`src/rtl/led_pkg.sv`:
```
// ---------------------------------------------------------------------------
// led_pkg
// Shared definitions for the LED frame scheduler:
//   - state_t              : scheduler FSM encoding
//   - COLOR_W              : width of one GRB colour word
//   - DEFAULT_LATCH_CYCLES : latch/reset hold time (80 us) for a 25 MHz clock
//   - clog2_min1()         : bit width needed to index/count n values, never 0
// ---------------------------------------------------------------------------
package led_pkg;

  localparam int COLOR_W = 24;

  localparam int DEFAULT_CLK_HZ       = 25_000_000;
  localparam int LATCH_US             = 80;
  localparam int DEFAULT_LATCH_CYCLES = (DEFAULT_CLK_HZ / 1_000_000) * LATCH_US;

  typedef enum logic [2:0] {
    ST_IDLE  = 3'd0,
    ST_FETCH = 3'd1,
    ST_WAIT  = 3'd2,
    ST_SEND  = 3'd3,
    ST_LATCH = 3'd4,
    ST_DONE  = 3'd5
  } state_t;

  // Bits needed to represent the values 0 .. n-1; at least 1.
  function automatic int clog2_min1(input int n);
    return (n <= 2) ? 1 : $clog2(n);
  endfunction

endpackage

```
`src/rtl/led_sched_timer.sv`:
```
// ---------------------------------------------------------------------------
// led_sched_timer
// Loadable down-counter with a zero flag. load has priority over en; the
// counter stops at zero rather than wrapping.
// Ports:
//   clk, reset : clock, asynchronous active-high reset (count <= RESET_VAL)
//   load       : load load_val this cycle
//   load_val   : value to load
//   en         : decrement by one when count is non-zero
//   zero       : count == 0
// ---------------------------------------------------------------------------
module led_sched_timer #(
  parameter int           W         = 8,
  parameter logic [W-1:0] RESET_VAL = '0
) (
  input  logic         clk,
  input  logic         reset,
  input  logic         load,
  input  logic [W-1:0] load_val,
  input  logic         en,
  output logic         zero
);

  logic [W-1:0] count;

  always_ff @(posedge clk or posedge reset) begin
    if (reset) begin
      count <= RESET_VAL;
    end else if (load) begin
      count <= load_val;
    end else if (en && (count != '0)) begin
      count <= count - 1'b1;
    end
  end

  assign zero = (count == '0);

endmodule

```
`src/rtl/led_frame_scheduler.sv`:
```
// ---------------------------------------------------------------------------
// led_frame_scheduler
// Walks the LED buffer in index order, hands each 24-bit colour word to the
// serializer, then holds the line in latch for LATCH_CYCLES. Update requests
// arriving while a frame is in flight collapse into one follow-up frame.
// Optional auto refresh re-sends the frame after REFRESH_CYCLES idle cycles.
//
// Handshake: tx_data_o is transferred on a cycle where tx_valid_o and
// tx_ready_i are both high. Once tx_valid_o rises, it and tx_data_o stay
// constant until that transfer; tx_ready_i is ignored while tx_valid_o is low.
//
// Ports:
//   clk, reset    : clock, asynchronous active-high reset
//   update_i      : one-cycle frame request
//   rd_en_o       : buffer read strobe, rd_data_i valid one cycle later
//   rd_addr_o     : buffer read index
//   rd_data_i     : buffer word
//   tx_data_o     : colour word to serializer
//   tx_valid_o    : tx_data_o valid
//   tx_ready_i    : serializer accepts the word
//   latch_o       : hold the LED line low (latch/reset)
//   busy_o        : frame in progress
//   frame_done_o  : one-cycle pulse at the end of the latch interval
//   dbg_state     : current FSM state (led_pkg::state_t encoding)
// All outputs are registered.
// ---------------------------------------------------------------------------
module led_frame_scheduler
  import led_pkg::*;
#(
  parameter int LED_CNT        = 3,
  parameter int LATCH_CYCLES   = DEFAULT_LATCH_CYCLES,
  parameter int REFRESH_CYCLES = 0,
  parameter int IDX_W          = clog2_min1(LED_CNT)
) (
  input  logic               clk,
  input  logic               reset,
  input  logic               update_i,
  output logic               rd_en_o,
  output logic [IDX_W-1:0]   rd_addr_o,
  input  logic [COLOR_W-1:0] rd_data_i,
  output logic [COLOR_W-1:0] tx_data_o,
  output logic               tx_valid_o,
  input  logic               tx_ready_i,
  output logic               latch_o,
  output logic               busy_o,
  output logic               frame_done_o,
  output logic [2:0]         dbg_state
);

  localparam int LAT_W    = clog2_min1(LATCH_CYCLES);
  localparam int REF_LOAD = (REFRESH_CYCLES == 0) ? 0 : REFRESH_CYCLES - 1;
  localparam int REF_W    = clog2_min1(REF_LOAD + 1);

  localparam logic [LAT_W-1:0] LATCH_LOAD = LAT_W'(LATCH_CYCLES - 1);
  localparam logic [REF_W-1:0] REF_LOADV  = REF_W'(REF_LOAD);
  localparam logic [IDX_W-1:0] LAST_IDX   = IDX_W'(LED_CNT - 1);
  localparam bit               REF_ON     = (REFRESH_CYCLES != 0);

  state_t           state;
  logic [IDX_W-1:0] idx;
  logic             pending;

  logic latch_start;
  logic latch_zero;
  logic ref_zero;
  logic ref_fire;

  assign dbg_state = state;

  // Latch timer is loaded with LATCH_CYCLES-1 on the last handshake, so
  // latch_o stays high for counts LATCH_CYCLES-1 down to 0.
  assign latch_start = (state == ST_SEND) && tx_ready_i && (idx == LAST_IDX);

  led_sched_timer #(
    .W         (LAT_W),
    .RESET_VAL ('0)
  ) u_latch_timer (
    .clk      (clk),
    .reset    (reset),
    .load     (latch_start),
    .load_val (LATCH_LOAD),
    .en       (state == ST_LATCH),
    .zero     (latch_zero)
  );

  // Refresh timer is held at REFRESH_CYCLES-1 in every non-idle state and
  // counts down only in IDLE; reaching zero means REFRESH_CYCLES idle cycles
  // have elapsed since the last frame (or since reset).
  led_sched_timer #(
    .W         (REF_W),
    .RESET_VAL (REF_LOADV)
  ) u_refresh_timer (
    .clk      (clk),
    .reset    (reset),
    .load     (state != ST_IDLE),
    .load_val (REF_LOADV),
    .en       (REF_ON && (state == ST_IDLE)),
    .zero     (ref_zero)
  );

  assign ref_fire = REF_ON && (state == ST_IDLE) && ref_zero;

  always_ff @(posedge clk or posedge reset) begin
    if (reset) begin
      state        <= ST_IDLE;
      idx          <= '0;
      pending      <= 1'b0;
      rd_en_o      <= 1'b0;
      rd_addr_o    <= '0;
      tx_data_o    <= '0;
      tx_valid_o   <= 1'b0;
      latch_o      <= 1'b0;
      busy_o       <= 1'b0;
      frame_done_o <= 1'b0;
    end else begin
      rd_en_o      <= 1'b0;
      frame_done_o <= 1'b0;

      // Requests during a frame are remembered; DONE clears this below,
      // and that later assignment wins.
      if (update_i && (state != ST_IDLE)) pending <= 1'b1;

      case (state)
        ST_IDLE: begin
          if (update_i || ref_fire) begin
            idx       <= '0;
            rd_addr_o <= '0;
            rd_en_o   <= 1'b1;
            busy_o    <= 1'b1;
            state     <= ST_FETCH;
          end
        end

        ST_FETCH: state <= ST_WAIT;

        ST_WAIT: begin
          tx_data_o  <= rd_data_i;
          tx_valid_o <= 1'b1;
          state      <= ST_SEND;
        end

        ST_SEND: begin
          if (tx_ready_i) begin
            tx_valid_o <= 1'b0;
            if (idx == LAST_IDX) begin
              latch_o <= 1'b1;
              state   <= ST_LATCH;
            end else begin
              idx       <= idx + 1'b1;
              rd_addr_o <= idx + 1'b1;
              rd_en_o   <= 1'b1;
              state     <= ST_FETCH;
            end
          end
        end

        ST_LATCH: begin
          if (latch_zero) begin
            latch_o      <= 1'b0;
            frame_done_o <= 1'b1;
            state        <= ST_DONE;
          end
        end

        ST_DONE: begin
          if (pending || update_i) begin
            pending   <= 1'b0;
            idx       <= '0;
            rd_addr_o <= '0;
            rd_en_o   <= 1'b1;
            state     <= ST_FETCH;
          end else begin
            busy_o <= 1'b0;
            state  <= ST_IDLE;
          end
        end

        default: begin
          busy_o <= 1'b0;
          state  <= ST_IDLE;
        end
      endcase
    end
  end

endmodule

```
`config.mk`:
```
export PLATFORM = sky130hd
export DESIGN_NAME = led_frame_scheduler
export DESIGN_NICKNAME = d
export VERILOG_FILES = /design/src/rtl/led_pkg.sv /design/src/rtl/led_sched_timer.sv /design/src/rtl/led_frame_scheduler.sv
export SDC_FILE = /design/constraint.sdc
export NUM_CORES = 1
export LEC_CHECK = 0
export CORE_ASPECT_RATIO = 1.1
export CORE_MARGIN = 5
export CORE_UTILIZATION = 42
export DETAILED_ROUTE_END_ITERATION = 7
export HOLD_SLACK_MARGIN = 0.05
export PLACE_DENSITY = 0.78
export SETUP_SLACK_MARGIN = 0.02
export SLEW_MARGIN = 20
export SYNTH_ARGS = -nofsm -noshare
export SYNTH_HDL_FRONTEND = slang
export SYNTH_SLANG_ARGS = --single-unit
```
`constraint.sdc`:
```
create_clock -name clk -period 1.7 [get_ports clk]
set_input_delay 0.17 -clock clk [delete_from_list [all_inputs] [get_ports clk]]
set_output_delay 0.17 -clock clk [all_outputs]
set_load 0.005 [all_outputs]
```
==> impl_metrics.ini <==
[finish]
flow.area_growth_from_synthesis_pct = 46.2
drive_above_1_share_pct = 25.5
final-instance-count-excl-fill = 307
finalCoreUtilization_pct = 63.3
n_antenna_cell = 0
final_nets = 281

[floorplan]
die-area_um2 = 6280
die_width_um = 76.0
die_y_um = 82.6
placeableCoreArea_um2 = 4650
placement_rows = 26
boundaryPins = 62
initial_utilization_pct = 43.3

[synthesis]
syn_avg_cell_area_um2 = 12.1
syn-num-nets = 197
postSynth.topFlopCell = dfrtp_1
largest_family_of_logic_cells_by_synthesized_area = multiplexers
post_synth_xor_area_fraction_pct = 0.870
synth_simple_gate_area_share_pct = 13.2
yosys.area_share.adder_pct = 1.24
synth_async_sr_flop_share_pct = 100
synth_warn = 0
synth_compound_area_share_pct = 10.1
synth.lib_cells_used.distinct = 39
yosys-mux-area-fraction_pct = 14.5
post_synth_inst_count = 167
synth_sequential_area_ratio_pct = 57.2
synth_enable_flop_cells = 0
cell_area_after_technology_mapping_um2 = 2010
ys_ff_latch = 46

[route]
detail_route.first_pass.iterations = 4
wl_mm = 4.31
drcViolationCount = 0
number_of_vias_in_the_routed_layout = 1566
detailedRoute.firstIterationViolations = 96
detail_route.wl_per_cell_um = 14.0
drt.antenna.violating_nets = 0
detail_route.vias_per_cell = 5.10

[critical_path]
end_kind = flip-flop
critPathLaunchType = flip-flop
crit_type = reg -> reg
worstPathMaxFanout = 5
cp_data_required_time_ns = 1.88
critPathArrivalTime_ns = 1.86
worst-r2r-cell-count = 4

[clock_tree]
cts_inserted_buffers = 5
cts.sinks = 46
holdBufCountCts = 0
worst_setup_hold_path_clk_slew_ns = 0.08
library_cell_used_as_clock_root_buffer = clkbuf_8
cts-root-to-sink-buffers = 2
clock_insertion_delay_worst_skew_ns = 0.29
tritoncts_clock_tree = yes
clock_tree.htree_level_count = 2

[global_routing]
globalRouteTotalUtil_pct = 13.8
grt.overflow.total = 0
grt_pass1_wl_mm = 7.00
grt_max_degree = 33
antenna_found_initial = 0
first_global_vias = 1539

[power_and_ir_drop]
power.sequential.fraction_pct = 41.6
p_sw_mw = 1.32
combPwrFrac_pct = 44.8
switching_share_pct = 29.5
power.density_cell_area_nw_per_um2 = 1520
clockPowerShare_pct = 13.6
ir_drop_uv = 899
cellInternalPower_mw = 3.16
power.leakage_nw = 1.23

[placed_design]
hpwl_dp_mm = 3.20
io_buffers = 61
dpl.cell_count = 297
gp_congestion = 0.859

[run]
maxCapViolCount = 0

[timing]
timing.final.max_slew_violations = 0
final-setup-viol-count = 0
final-hold-violation-count = 0
worst_clock_skew_ns = 0.0133
worst-slew-pin-transition_ns = 0.343
hold-worst-slack_ns = 0.157
fin_crit_sh_pct = 98.9
min_tclk_post_route_ns = 1.68
grt_setup_unrepaired = yes
max_slew_margin_pct = 77.1
achievable-frequency_ghz = 0.595

[run_status]
run_status = finished clean

[hold_path]
hold_path_class = in -> async
per-stage QoR:
step	area (µm²)	TNS [ns]	total power, mW	worst slack [ns]
floorplan	2020	0	2.77	0.0504
global placement	2820	0	3.82	0.0144
detailed placement	2820	-0.00135	3.88	-0.00135
CTS	2910	0	4.54	0.0229
global route	2940	-0.148	4.81	-0.0499
finish	2940	0	4.48	0.0193
final timing paths:
kind | from | end | slack, ns
min in group clk | tx_valid_o$_DFFE_PP0P_ | tx_valid_o$_DFFE_PP0P_ | 0.48
max in group asynchronous | reset | dbg_state[2]$_DFFE_PP0P_ | 1.06
setup reg to reg | u_latch_timer.count[4]$_DFFE_PP0P_ | u_latch_timer.count[7]$_DFFE_PP0P_ | 0.02
hold reg to reg | tx_valid_o$_DFFE_PP0P_ | tx_valid_o$_DFFE_PP0P_ | 0.48
setup / recovery | u_latch_timer.count[4]$_DFFE_PP0P_ | u_latch_timer.count[7]$_DFFE_PP0P_ | 0.02
hold / removal | reset | tx_data_o[8]$_DFFE_PP0P_ | 0.16
cell families after synthesis:
family	Yosys count
adder cells (fa/ha/maj)	2
AND/OR/NAND/NOR	45
buffers and inverters	14
AO/OA/AOI/OAI	32
multiplexers	26
flip-flops	46
XOR/XNOR	2
critical path: stages (launching register included):
cell,delay [ns]
dfrtp_1,0.42
or4_4,0.59
nor4_4,0.31
or4_1,0.18
nand3_2,0.07
synthesized netlist by cell type, types with 2 or more instances:
library cell | count | area, µm²
xor2_1 | 2 | 17.5
or3_1 | 2 | 12.5
nor2_1 | 9 | 33.8
a21o_1 | 3 | 22.5
dfrtp_1 | 46 | 1150
o31ai_1 | 2 | 15.0
mux2_2 | 25 | 282
o21ai_0 | 6 | 30.0
nor4_1 | 2 | 12.5
o211ai_1 | 2 | 15.0
a21oi_1 | 10 | 50.1
a31oi_1 | 2 | 12.5
nor3_1 | 7 | 35.0
nand2_1 | 8 | 30.0
ha_1 | 2 | 25.0
or4_1 | 2 | 15.0
or3b_2 | 2 | 17.5
nand3_1 | 3 | 15.0
buf_2 | 4 | 20.0
inv_1 | 9 | 33.8
state kept, by name, indices dropped and copies added (netlist names):
register,flops
dbg_state,3
tx_data_o,24
busy_o,1
pending,1
tx_valid_o,1
u_latch_timer.count,11
latch_o,1
rd_en_o,1
idx,2
frame_done_o,1
power by group through the flow:
stage	clock [mW]	combinational [mW]	sequential, mW
final	0.610	2.01	1.86
after CTS	0.643	2.04	1.85
after global placement	0	1.97	1.85
after global routing	0.688	2.19	1.93
after detailed placement	0	2.00	1.88
after floorplan	0	0.894	1.88
cells in the final DEF, fill, tap and decap left out, types with 2 or more instances in the layout:
cell              n
a21o_1            3
a21oi_1          10
inv_1             8
nand3_1           2
o211ai_1          2
o21ai_0           6
clkdlybuf4s50_1  61
nand2_1           8
clkbuf_1          2
nor2_1            9
dfrtp_1          45
or3b_2            2
nor4_1            2
or4_1             2
mux2_2           25
a31oi_1           2
buf_4            20
or3_1             2
nor3_1            7
xor2_1            2
clkbuf_8          5
nor3b_4           2
o31ai_1           2
routing by layer:
layer / GRT usage, % / vias to the layer above / share of wire [%]
li1: - / 770 / -
met1: 16.3 / 748 / 42
met2: 23.5 / 42 / 51
met3: 4.12 / 6 / 5.4
met4: 5.87 / 0 / 1.6
met5: 0 / - / 0
area by class of cell:
type                    instances  area, µm²
multi-input cells             107        830
clock buffers                   7       76.3
repair buffers                 82        781
inverters                       9       33.8
well taps                      56       70.1
fillers                       364       1710
flip-flops and latches         46       1150
repair_timing:
action	4_1_cts	5_1_grt
pin swaps	0	1
setup endpoints to repair	2	7
buffers inserted	2	1
resized for setup	0	5
No activity file was read; power rests on OpenSTA's default activity.
